$ cat src/rtl/viterbi_decoder_k.sv
// Hard-decision rate-1/2 Viterbi decoder: full ACS over 2^(K-1) states with register-exchange survivors.
// Optional erasure input: define VITERBI_ERASE_EN to add the in_erase port.

module viterbi_decoder_k #(
   parameter int             K        = 3,
   parameter logic [K-1:0]   G0       = 3'b111,
   parameter logic [K-1:0]   G1       = 3'b101,
   parameter int             TB_DEPTH = 15,
   parameter int             MW       = 6
) (
   input  logic       clk,
   input  logic       rst,
   input  logic       in_valid,
   output logic       in_ready,
   input  logic [1:0] in_sym,
   input  logic       in_first,
   input  logic       in_last,
`ifdef VITERBI_ERASE_EN
   input  logic [1:0] in_erase,
`endif
   output logic       out_valid,
   input  logic       out_ready,
   output logic       out_bit,
   output logic       out_last
);

   localparam int S  = 1 << (K - 1);
   localparam int CW = $clog2(TB_DEPTH);
   localparam logic [MW-1:0] INIT_M    = {2'b01, {(MW-2){1'b0}}};
   localparam logic [CW-1:0] LAST_FILL = CW'(TB_DEPTH - 1);

   typedef enum logic [1:0] {
      FILL  = 2'd0,
      RUN   = 2'd1,
      FLUSH = 2'd2
   } state_t;

   state_t              state_r;
   logic [MW-1:0]       metric_r     [S];
   logic [TB_DEPTH-1:0] path_r       [S];
   logic [MW-1:0]       metric_raw_s [S];
   logic [MW-1:0]       metric_nx_s  [S];
   logic [TB_DEPTH-1:0] path_nx_s    [S];
   logic [CW-1:0]       count_r;
   logic [CW-1:0]       rem_r;
   logic [CW-1:0]       base_cnt_s;
   logic [TB_DEPTH-1:0] flush_r;
   logic                out_valid_r;
   logic                out_bit_r;
   logic                out_last_r;
   logic [1:0]          erase_s;
   logic                accept_s;
   logic                out_fire_s;
   logic                full_s;
   logic                all_msb_s;
   logic                best_bit_s;
   logic [MW-1:0]       best_m_s;
   logic                short_bit_s;
   logic                flush_bit_s;

   function automatic logic parity(input logic [K-1:0] v);
      return ^v;
   endfunction

   function automatic logic [1:0] expected_pair(input logic [K-1:0] r);
      return {parity(r & G0), parity(r & G1)};
   endfunction

   // Erased bits are masked out of the Hamming distance.
   function automatic logic [1:0] branch_metric(input logic [1:0] sym, input logic [1:0] expct,
                                                input logic [1:0] erase);
      logic [1:0] diff;
      diff = (sym ^ expct) & ~erase;
      return {1'b0, diff[1]} + {1'b0, diff[0]};
   endfunction

   function automatic logic [MW-1:0] init_metric(input logic [K-2:0] st);
      return (st == {(K-1){1'b0}}) ? {MW{1'b0}} : INIT_M;
   endfunction

`ifdef VITERBI_ERASE_EN
   assign erase_s = in_erase;
`else
   assign erase_s = 2'b00;
`endif

   assign in_ready   = !rst && (state_r != FLUSH) && (!out_valid_r || out_ready);
   assign accept_s   = in_valid && in_ready;
   assign out_fire_s = out_valid_r && out_ready;
   assign out_valid  = out_valid_r;
   assign out_bit    = out_bit_r;
   assign out_last   = out_last_r;

   // Add-compare-select for every next state; predecessors differ only in their LSB.
   always_comb begin : acs
      logic [K-2:0]        n_v;
      logic [K-2:0]        p0_v;
      logic [K-2:0]        p1_v;
      logic [MW-1:0]       c0_v;
      logic [MW-1:0]       c1_v;
      logic [TB_DEPTH-1:0] pp0_v;
      logic [TB_DEPTH-1:0] pp1_v;
      logic [TB_DEPTH-1:0] pick_v;
      n_v    = {(K-1){1'b0}};
      p0_v   = {(K-1){1'b0}};
      p1_v   = {(K-1){1'b0}};
      c0_v   = {MW{1'b0}};
      c1_v   = {MW{1'b0}};
      pp0_v  = {TB_DEPTH{1'b0}};
      pp1_v  = {TB_DEPTH{1'b0}};
      pick_v = {TB_DEPTH{1'b0}};
      for (int n = 0; n < S; n++) begin
         n_v   = (K-1)'(n);
         p0_v  = {n_v[K-3:0], 1'b0};
         p1_v  = {n_v[K-3:0], 1'b1};
         pp0_v = in_first ? {TB_DEPTH{1'b0}} : path_r[p0_v];
         pp1_v = in_first ? {TB_DEPTH{1'b0}} : path_r[p1_v];
         c0_v  = (in_first ? init_metric(p0_v) : metric_r[p0_v])
               + {{(MW-2){1'b0}}, branch_metric(in_sym, expected_pair({n_v[K-2], p0_v}), erase_s)};
         c1_v  = (in_first ? init_metric(p1_v) : metric_r[p1_v])
               + {{(MW-2){1'b0}}, branch_metric(in_sym, expected_pair({n_v[K-2], p1_v}), erase_s)};
         if (c1_v < c0_v) begin
            metric_raw_s[n] = c1_v;
            pick_v          = pp1_v;
         end else begin
            metric_raw_s[n] = c0_v;
            pick_v          = pp0_v;
         end
         path_nx_s[n] = {pick_v[TB_DEPTH-2:0], n_v[K-2]};
      end
   end

   // Normalization and best-state selection (ties resolve to the lowest index).
   always_comb begin : norm_best
      logic lt_v;
      lt_v      = 1'b0;
      all_msb_s = 1'b1;
      for (int n = 0; n < S; n++) begin
         all_msb_s = all_msb_s & metric_raw_s[n][MW-1];
      end
      for (int n = 0; n < S; n++) begin
         metric_nx_s[n] = all_msb_s ? {1'b0, metric_raw_s[n][MW-2:0]} : metric_raw_s[n];
      end
      best_m_s   = metric_nx_s[0];
      best_bit_s = path_nx_s[0][TB_DEPTH-1];
      for (int n = 1; n < S; n++) begin
         lt_v       = metric_nx_s[n] < best_m_s;
         best_bit_s = lt_v ? path_nx_s[n][TB_DEPTH-1] : best_bit_s;
         best_m_s   = lt_v ? metric_nx_s[n] : best_m_s;
      end
   end

   // Frame bookkeeping: fill count, whether this accept produces a regular output, flush bit taps.
   always_comb begin
      base_cnt_s  = in_first ? {CW{1'b0}} : count_r;
      full_s      = ((state_r == RUN) && !in_first) || (base_cnt_s == LAST_FILL);
      short_bit_s = path_nx_s[0][base_cnt_s];
      flush_bit_s = flush_r[rem_r - {{(CW-1){1'b0}}, 1'b1}];
   end

   // Decoder state, survivor memory and registered output stage.
   always_ff @(posedge clk or posedge rst) begin
      if (rst) begin
         state_r     <= FILL;
         count_r     <= {CW{1'b0}};
         rem_r       <= {CW{1'b0}};
         flush_r     <= {TB_DEPTH{1'b0}};
         out_valid_r <= 1'b0;
         out_bit_r   <= 1'b0;
         out_last_r  <= 1'b0;
         for (int i = 0; i < S; i++) begin
            metric_r[i] <= (i == 0) ? {MW{1'b0}} : INIT_M;
            path_r[i]   <= {TB_DEPTH{1'b0}};
         end
      end else begin
         if (accept_s) begin
            for (int i = 0; i < S; i++) begin
               metric_r[i] <= metric_nx_s[i];
               path_r[i]   <= path_nx_s[i];
            end
         end
         case (state_r)
            FILL, RUN: begin
               if (accept_s) begin
                  if (in_last) begin
                     // Tail-terminated: remaining bits come from the state-0 survivor.
                     state_r     <= FLUSH;
                     count_r     <= {CW{1'b0}};
                     flush_r     <= path_nx_s[0];
                     out_valid_r <= 1'b1;
                     if (full_s) begin
                        out_bit_r  <= best_bit_s;
                        rem_r      <= LAST_FILL;
                        out_last_r <= 1'b0;
                     end else begin
                        out_bit_r  <= short_bit_s;
                        rem_r      <= base_cnt_s;
                        out_last_r <= (base_cnt_s == {CW{1'b0}});
                     end
                  end else if (full_s) begin
                     state_r     <= RUN;
                     count_r     <= {CW{1'b0}};
                     out_valid_r <= 1'b1;
                     out_bit_r   <= best_bit_s;
                     out_last_r  <= 1'b0;
                  end else begin
                     state_r     <= FILL;
                     count_r     <= base_cnt_s + {{(CW-1){1'b0}}, 1'b1};
                     out_valid_r <= 1'b0;
                     out_last_r  <= 1'b0;
                  end
               end else if (out_fire_s) begin
                  out_valid_r <= 1'b0;
                  out_last_r  <= 1'b0;
               end else begin
                  out_valid_r <= out_valid_r;
               end
            end
            FLUSH: begin
               if (out_fire_s) begin
                  if (rem_r == {CW{1'b0}}) begin
                     state_r     <= FILL;
                     count_r     <= {CW{1'b0}};
                     out_valid_r <= 1'b0;
                     out_last_r  <= 1'b0;
                  end else begin
                     out_bit_r  <= flush_bit_s;
                     rem_r      <= rem_r - {{(CW-1){1'b0}}, 1'b1};
                     out_last_r <= (rem_r == {{(CW-1){1'b0}}, 1'b1});
                  end
               end else begin
                  rem_r <= rem_r;
               end
            end
            default: begin
               state_r     <= FILL;
               out_valid_r <= 1'b0;
               out_last_r  <= 1'b0;
            end
         endcase
      end
   end

endmodule

$ cat config.mk
export PLATFORM = sky130hd
export DESIGN_NAME = viterbi_decoder_k
export DESIGN_NICKNAME = d
export VERILOG_FILES = /design/src/rtl/viterbi_decoder_k.sv
export SDC_FILE = /design/constraint.sdc
export NUM_CORES = 1
export LEC_CHECK = 0
export CAP_MARGIN = 20
export CORE_ASPECT_RATIO = 0.9
export CORE_MARGIN = 2
export CORE_UTILIZATION = 44
export DETAILED_ROUTE_END_ITERATION = 10
export HOLD_SLACK_MARGIN = 0.05
export SYNTH_ARGS = -nofsm -noshare
export SYNTH_HDL_FRONTEND = slang
export SYNTH_SLANG_ARGS = --single-unit
$ cat constraint.sdc
create_clock -name clk -period 10.2 [get_ports clk]
set_clock_uncertainty 0.05 [all_clocks]
set_input_delay 2.04 -clock clk [delete_from_list [all_inputs] [get_ports clk]]
set_output_delay 2.04 -clock clk [all_outputs]
set_load 0.03 [all_outputs]
# Yosys cells after proc, flatten, opt, wreduce, memory -nomap -nowiden
# Index checks and enable logic that the tools add are counted.
# word_totals
ff_bits	105
in_bits	8
elab_cells	146
output_inout_bits	4
# classes
bitwise	6
n_lt_le_gt_ge	9
n_mux	68
n_addsub	14
reduce_logical	22
eq_ne	12
# op_table
op	count
$mux W14	8
$mux W6	14
$add A6 B2 Y6	8
$mux W4	11
$lt A6 B6 Y1	7
$mux W1	23
$pmux W4 S2	2
$ne A2 B2 Y1 const B	6
$lt A4 B5 Y1 const B	2
$reduce_and A5 Y1	2
$reduce_and A3 Y1	3
$add A1 B1 Y2	4
$bmux W1 S4	2
$logic_not A4 Y1	2
$mux W2	4
$ne A3 B3 Y1 const B	2
$pmux W1 S2	3
$logic_and A1 B1 Y1	5
$add A4 B1 Y4 const B	1
$eq A4 B1 Y1 const B	1
$eq A4 B4 Y1 const B	1
$pmux W2 S2	1
$reduce_and A4 Y1	1
$sub A4 B1 Y4 const B	1
other kinds (11)	17

# Logic depth before layout (Yosys ltp)
# logic_depth
word_depth	19
ltp_mapped	47
depth_no_buf	41

# Worst setup path after synthesis
# No wires, ideal clock.
# synth_path
path_type	input to register
from	in in_first
to	reg out_bit_r (netlist: out_bit)
slack_ns	-0.730
setup_ns	0.133
path_stages	44
n_path_buf	7
required_time_ns	10.017
arrival_ns	10.746
cell_sequence	clkbuf_1 clkbuf_1 clkbuf_1 clkbuf_1 clkbuf_1 nor2b_1 ha_1 ha_1 a21oi_1 nor2_1 a221oi_1 inv_1 ha_1 a21o_1 maj3_2 maj3_2 a21oi_4 buf_4 [... 8 more ...] ha_1 a21o_1 a21o_1 a21oi_1 and2_0 a41o_2 buf_4 nor2_1 a21oi_1 ha_1 a21oi_1 nor2b_1 o21ai_0 nand2b_1 or2_2 o22ai_1 a21o_1 o211ai_1
# synth_between
elab_chain_len	18
word_cells_on_any_way	57
classes_between	add/sub: 8; order compare: 7; eq/ne: 2; mux: 33; bitwise: 3; reduce/logical: 4
# synth_rtl
element	line_no	rtl
start: declaration	16	input logic in_first,
$mux W6 (on tied branches)	120, 118	
$add A6 B2 Y6 (on tied branches)	121, 119	
$lt A6 B6 Y1	122	if (c1_v < c0_v) begin
$mux W6	122	
$and A1 B1 Y1 (3 in series)	139	all_msb_s = all_msb_s & metric_raw_s[n][MW-1];
$mux W6	142	metric_nx_s[n] = all_msb_s ? {1'b0, metric_raw_s[n][MW-2:0]} : metric_raw_s[n];
$lt A6 B6 Y1	147	lt_v = metric_nx_s[n] < best_m_s;
$mux W6	149	best_m_s = lt_v ? metric_nx_s[n] : best_m_s;
$lt A6 B6 Y1	147	
$mux W6	149	
$lt A6 B6 Y1	147	
$mux W1	148	best_bit_s = lt_v ? path_nx_s[n][TB_DEPTH-1] : best_bit_s;
$mux W1 (on tied branches)	200, 191	
$mux W1	185	if (in_last) begin
$mux W1	184	if (accept_s) begin
$pmux W1 S2	182	case (state_r)
end signal: assignment	192	out_bit_r <= best_bit_s;
end signal: assignment	196	out_bit_r <= short_bit_s;
end signal: assignment	204	out_bit_r <= best_bit_s;
end: declaration	49	logic out_bit_r;
# Parallel ways exist; a longest one is shown, timed or not. The select of a mux whose other input is x is not followed.
# A chain may end at the register's enable or synchronous reset.

# Worst setup path after layout
# layout_path
from	in in_sym[1]
to	reg out_bit_r (netlist: out_bit)
# layout_between
elab_chain_len	19
word_cells_on_any_way	48
classes_between	add/sub: 12; order compare: 7; mux: 24; bitwise: 5
# layout_rtl
element	line_no	rtl
start: declaration	15	input logic [1:0] in_sym,
$not A2 Y2 (no line) / $not A1 Y1 (equally long branches)	n/a	
$add A1 B1 Y2	74	return {1'b0, diff[1]} + {1'b0, diff[0]};
$add A6 B2 Y6 (on tied branches)	121, 119	
$lt A6 B6 Y1	122	
$mux W6	122	
$and A1 B1 Y1 (3 in series)	139	
$mux W6	142	
$lt A6 B6 Y1	147	
$mux W6	149	
$lt A6 B6 Y1	147	
$mux W6	149	
$lt A6 B6 Y1	147	
$mux W1	148	
$mux W1 (on tied branches)	200, 191	
$mux W1 *	185	
$mux W1 *	184	
$pmux W1 S2 *	182	
# Every way passes the cells marked *; elsewhere a longest branch is shown, timed or not. The select of a mux whose other input is x is not followed.

==> results list <==
- Global router's overall resource usage: 0.216
* Area taken by multi-input logic gates: 4730 um^2
- Worst reg2reg path depth: 37
* Synthesized area per cell: 9.02 um^2
* Number of H-tree branching levels: 3
- After detailed routing, the number of remaining DRC violations is 0.
- Data arrival time of the critical path: 10.04 ns
- In this run the static leakage power is ~3.5 nW.
- The worst setup path is captured at a register.
- CTS clock-pin slew for the worst setup and hold paths: approximately 0.080 ns
- Post-Syn Nets: a little under 900
- The worst register-to-register path ends at out_bit.
* Max-capacitance violation count: 0
- Number of antenna violations at the first check in global routing: 0
- The final hold violation count is 0.
- The library cells used most frequently in the layout, excluding fill and tap cells, are nand2_1 (98), dfrtp_1 (97), mux2i_1 (66), o21ai_0 (66), nor2_1 (58).
- Max Clk Rate: ~100 MHz
* Area of the core: 16,700 um^2
* Vertical die dimension: around 130 um
* Number of instances on the worst hold path: 1
* Die width: around 140 um
- In this run, the number of DRC markers left after iteration 0 of detailed routing was between 400 and 500.
- Crit-path max FO: 8
* Final HPWL DP: between 10,000 and 15,000 um
- Registers take roughly 2500 um^2.
- In this run the cell area of the synthesized design comes to roughly 7500 um^2.
* Layout cell share with drive strength beyond 1: 0.138
* Crit path top cell by count: ha_1
* Most frequently used flop master after synthesis: dfrtp_1
- First drt pass iteration count: 4
- The worst setup path is launched from a primary input.
- The count of nets left with antenna violations once routing finished came out at 0.
- Power per unit of standard cell area: around 260 nW/um^2
- Sum of internal, switching and leakage power: about 2.1 mW
- The worst setup path is of the in2reg kind.
* Vias per cell: about 5.8
- Input and output buffers added on the ports amount to 11.
- For the worst setup path, the data required time is roughly 10 ns.
- The tree is rooted in a clkbuf_16.
* Number of enable flip-flop cells after synthesis: 0
- VDD IR max: 121 uV
* Part of the Yosys area used for sequential elements: 0.336
* Leading cell type in the layout, fill and taps excluded: nand2_1
- Cell count after synthesis: around 830
- Setup violations remaining at the end of the flow were counted as 0.
- After detailed routing, the average wire length per cell comes to about 18 um.
* Overall via count from detail_route: 6,034
* Share of synthesized flip-flops with an asynchronous set or reset: 1.00
- Number of placed instances with taps included: between 1,000 and 1,500
- Counting along the longest clock path gives a buffer depth of 2.
- Tracing the worst setup path back leads to its startpoint at in_sym[1].
- TritonCTS created 9 clock buffers.
* Fin Hold WS: 0.419 ns
- Yosys reg bits: 100
* TritonCTS clock tree: yes
- Count of pins on the block boundary: 12
* Final layout net count: 891
- After filler insertion, the fill cell instance count of the layout stands at roughly 1,600.
* Worst-margin pin slew: 0.893 ns
- For this design, the sink count on the clock tree is 100.
- Slowest cell delay on critical path: approximately 0.52 ns
- Measured against its own limit, the worst slew margin works out to 0.390.
- The clock reaches the later pin of the worst-skew pair after approximately 0.36 ns.
* Slew Viols, Final: 0
* Placer congestion estimate: 0.902
- The worst hold path begins at path_r[0].
- From synthesis to final layout, the design area changed by 10.6%.
- 0 antenna diodes ended up in the layout.
* Worst reg-to-reg setup slack: 2.35 ns
* End point of the most critical hold path: path_r[0]
- Vias in the first global route: 6,099
* Count of synthesis-stage warnings from yosys: 0
- The slowest stage of the critical path belongs to the cell clkdlybuf4s50_1.
- Type of the worst min-delay path: reg2reg
- The die covers about 18,000 um^2.
- Initial core utilization: 0.446
* Post-route clock period utilization: 0.967
- Routed WL: around 19,000 um
- Final critical path time including I/O delays and setup: approximately 9.9 ns
- Post-synth cell types: 68
- The initialized floorplan defines between 40 and 50 standard-cell rows.
* First-pass GRT wire length: approximately 31,000 um
* Largest net degree at the start of global routing: 70
* Global route overflow: 0
* Outcome: completed
- Startpoint of the most critical register-to-register path: metric_r[13]
- Number of standard cells in the final layout excluding fillers: 1,044
==> cell usage after synthesis (3+ instances only) <==
| master | instances | share of area |
|---|---|---|
| a21o_1 | 16 | 0.016 |
| a21oi_1 | 39 | 0.026 |
| a21oi_2 | 3 | 0.0035 |
| a221oi_1 | 4 | 0.0047 |
| a22o_1 | 5 | 0.0059 |
| a31oi_1 | 4 | 0.0034 |
| and2_1 | 3 | 0.0025 |
| buf_2 | 3 | 0.0020 |
| clkbuf_1 | 40 | 0.020 |
| dfrtp_1 | 97 | 0.33 |
| dfstp_2 | 3 | 0.011 |
| ha_1 | 53 | 0.089 |
| inv_1 | 34 | 0.017 |
| maj3_1 | 5 | 0.0067 |
| maj3_2 | 4 | 0.0060 |
| mux2_2 | 17 | 0.026 |
| mux2i_1 | 70 | 0.094 |
| mux4_2 | 4 | 0.012 |
| nand2_1 | 100 | 0.050 |
| nand2b_1 | 18 | 0.015 |
| nand3_1 | 11 | 0.0074 |
| nand3b_1 | 3 | 0.0030 |
| nand4_1 | 8 | 0.0067 |
| nor2_1 | 58 | 0.029 |
| nor2b_1 | 20 | 0.017 |
| nor3_1 | 10 | 0.0067 |
| nor3b_1 | 4 | 0.0040 |
| nor4_1 | 3 | 0.0025 |
| o211ai_1 | 5 | 0.0050 |
| o21a_1 | 5 | 0.0050 |
| o21ai_0 | 67 | 0.045 |
| o22ai_1 | 4 | 0.0034 |
| o31ai_1 | 31 | 0.031 |
| or2_2 | 7 | 0.0059 |
| xnor2_1 | 14 | 0.016 |
| xor2_1 | 12 | 0.014 |
==> layer usage <==
metal  vias to the layer above  track usage  part of all wire  wire (um)
met5                         -            0                 0          0
met2                       115        0.332              0.44       8190
met4                         0       0.0771             0.021        399
li1                       2948            -                 -          -
met3                        27       0.0262             0.032        592
met1                      2944        0.313              0.51       9430
==> metrics by stage <==
| stage | cell area [um^2] | util | TNS (ns) | setup WS [ns] |
|---|---|---|---|---|
| after floorplan | 7510 | - | 0 | 0.0184 |
| after global placement | 7840 | 0.469 | 0 | 0.113 |
| after detailed placement | 7840 | 0.469 | -0.213 | -0.213 |
| after CTS | 8130 | 0.486 | 0 | 0.153 |
| after global routing | 8240 | 0.493 | -0.0845 | -0.0845 |
| final | 8240 | 0.493 | 0 | 0.341 |
==> registers in the layout, summed over array words and instances, names as in the netlist, 2 cells and up <==
register	cells
metric_r	24
flush_r	13
rem_r	4
state_r	2
path_r	50
count_r	4
==> cells by family after synthesis <==
group,Yosys count,synth area share
and+or+nand+nor,253,0.160
AOI/OAI and AO/OA,206,0.182
DFF,100,0.336
muxes,94,0.139
buffers and inverters,83,0.0453
adders and majority gates,64,0.107
xor gates and xnor gates,26,0.0306
==> worst max path at each step <==
stage | endpoint | cells past startpoint | slack, ns
after floorplan | out_bit | 44 | 0.02
after global placement | out_bit | 37 | 0.11
after detailed placement | out_bit | 37 | -0.21
after CTS | out_bit | 37 | 0.15
after global routing | out_bit | 39 | -0.08
final | out_bit | 37 | 0.34
==> layout make-up <==
class | instances | area share
Timing Repair Buffer | 40 | 0.0392
Clock inverter | 6 | 0.00698
Clock buffer | 10 | 0.0278
Multi-Input combinational cell | 643 | 0.574
Tap cell | 211 | 0.0320
Inverter | 34 | 0.0158
Sequential cell | 100 | 0.304
==> worst max-delay path: cells and delay by family <==
| kind | cells | cell delay (ns) |
|---|---|---|
| and+or+nand+nor | 7 | 1.28 |
| adders and majority gates | 9 | 2.57 |
| AOI/OAI and AO/OA | 15 | 2.53 |
| muxes | 3 | 0.94 |
| buffers and inverters | 3 | 0.69 |
==> power by group <==
group | internal (mW) | leakage, nW | total, mW | switching [mW]
logic | 0.543 | 2.03 | 1.22 | 0.677
registers | 0.462 | 1.35 | 0.553 | 0.0909
clock network | 0.170 | 0.132 | 0.340 | 0.170
==> repair_timing <==
item,CTS,global route
setup buffers,0,4
hold buffers,0,0
resized for setup,0,17
setup endpoints to repair,0,1
Note: power is estimated with default switching activity, not from simulation.
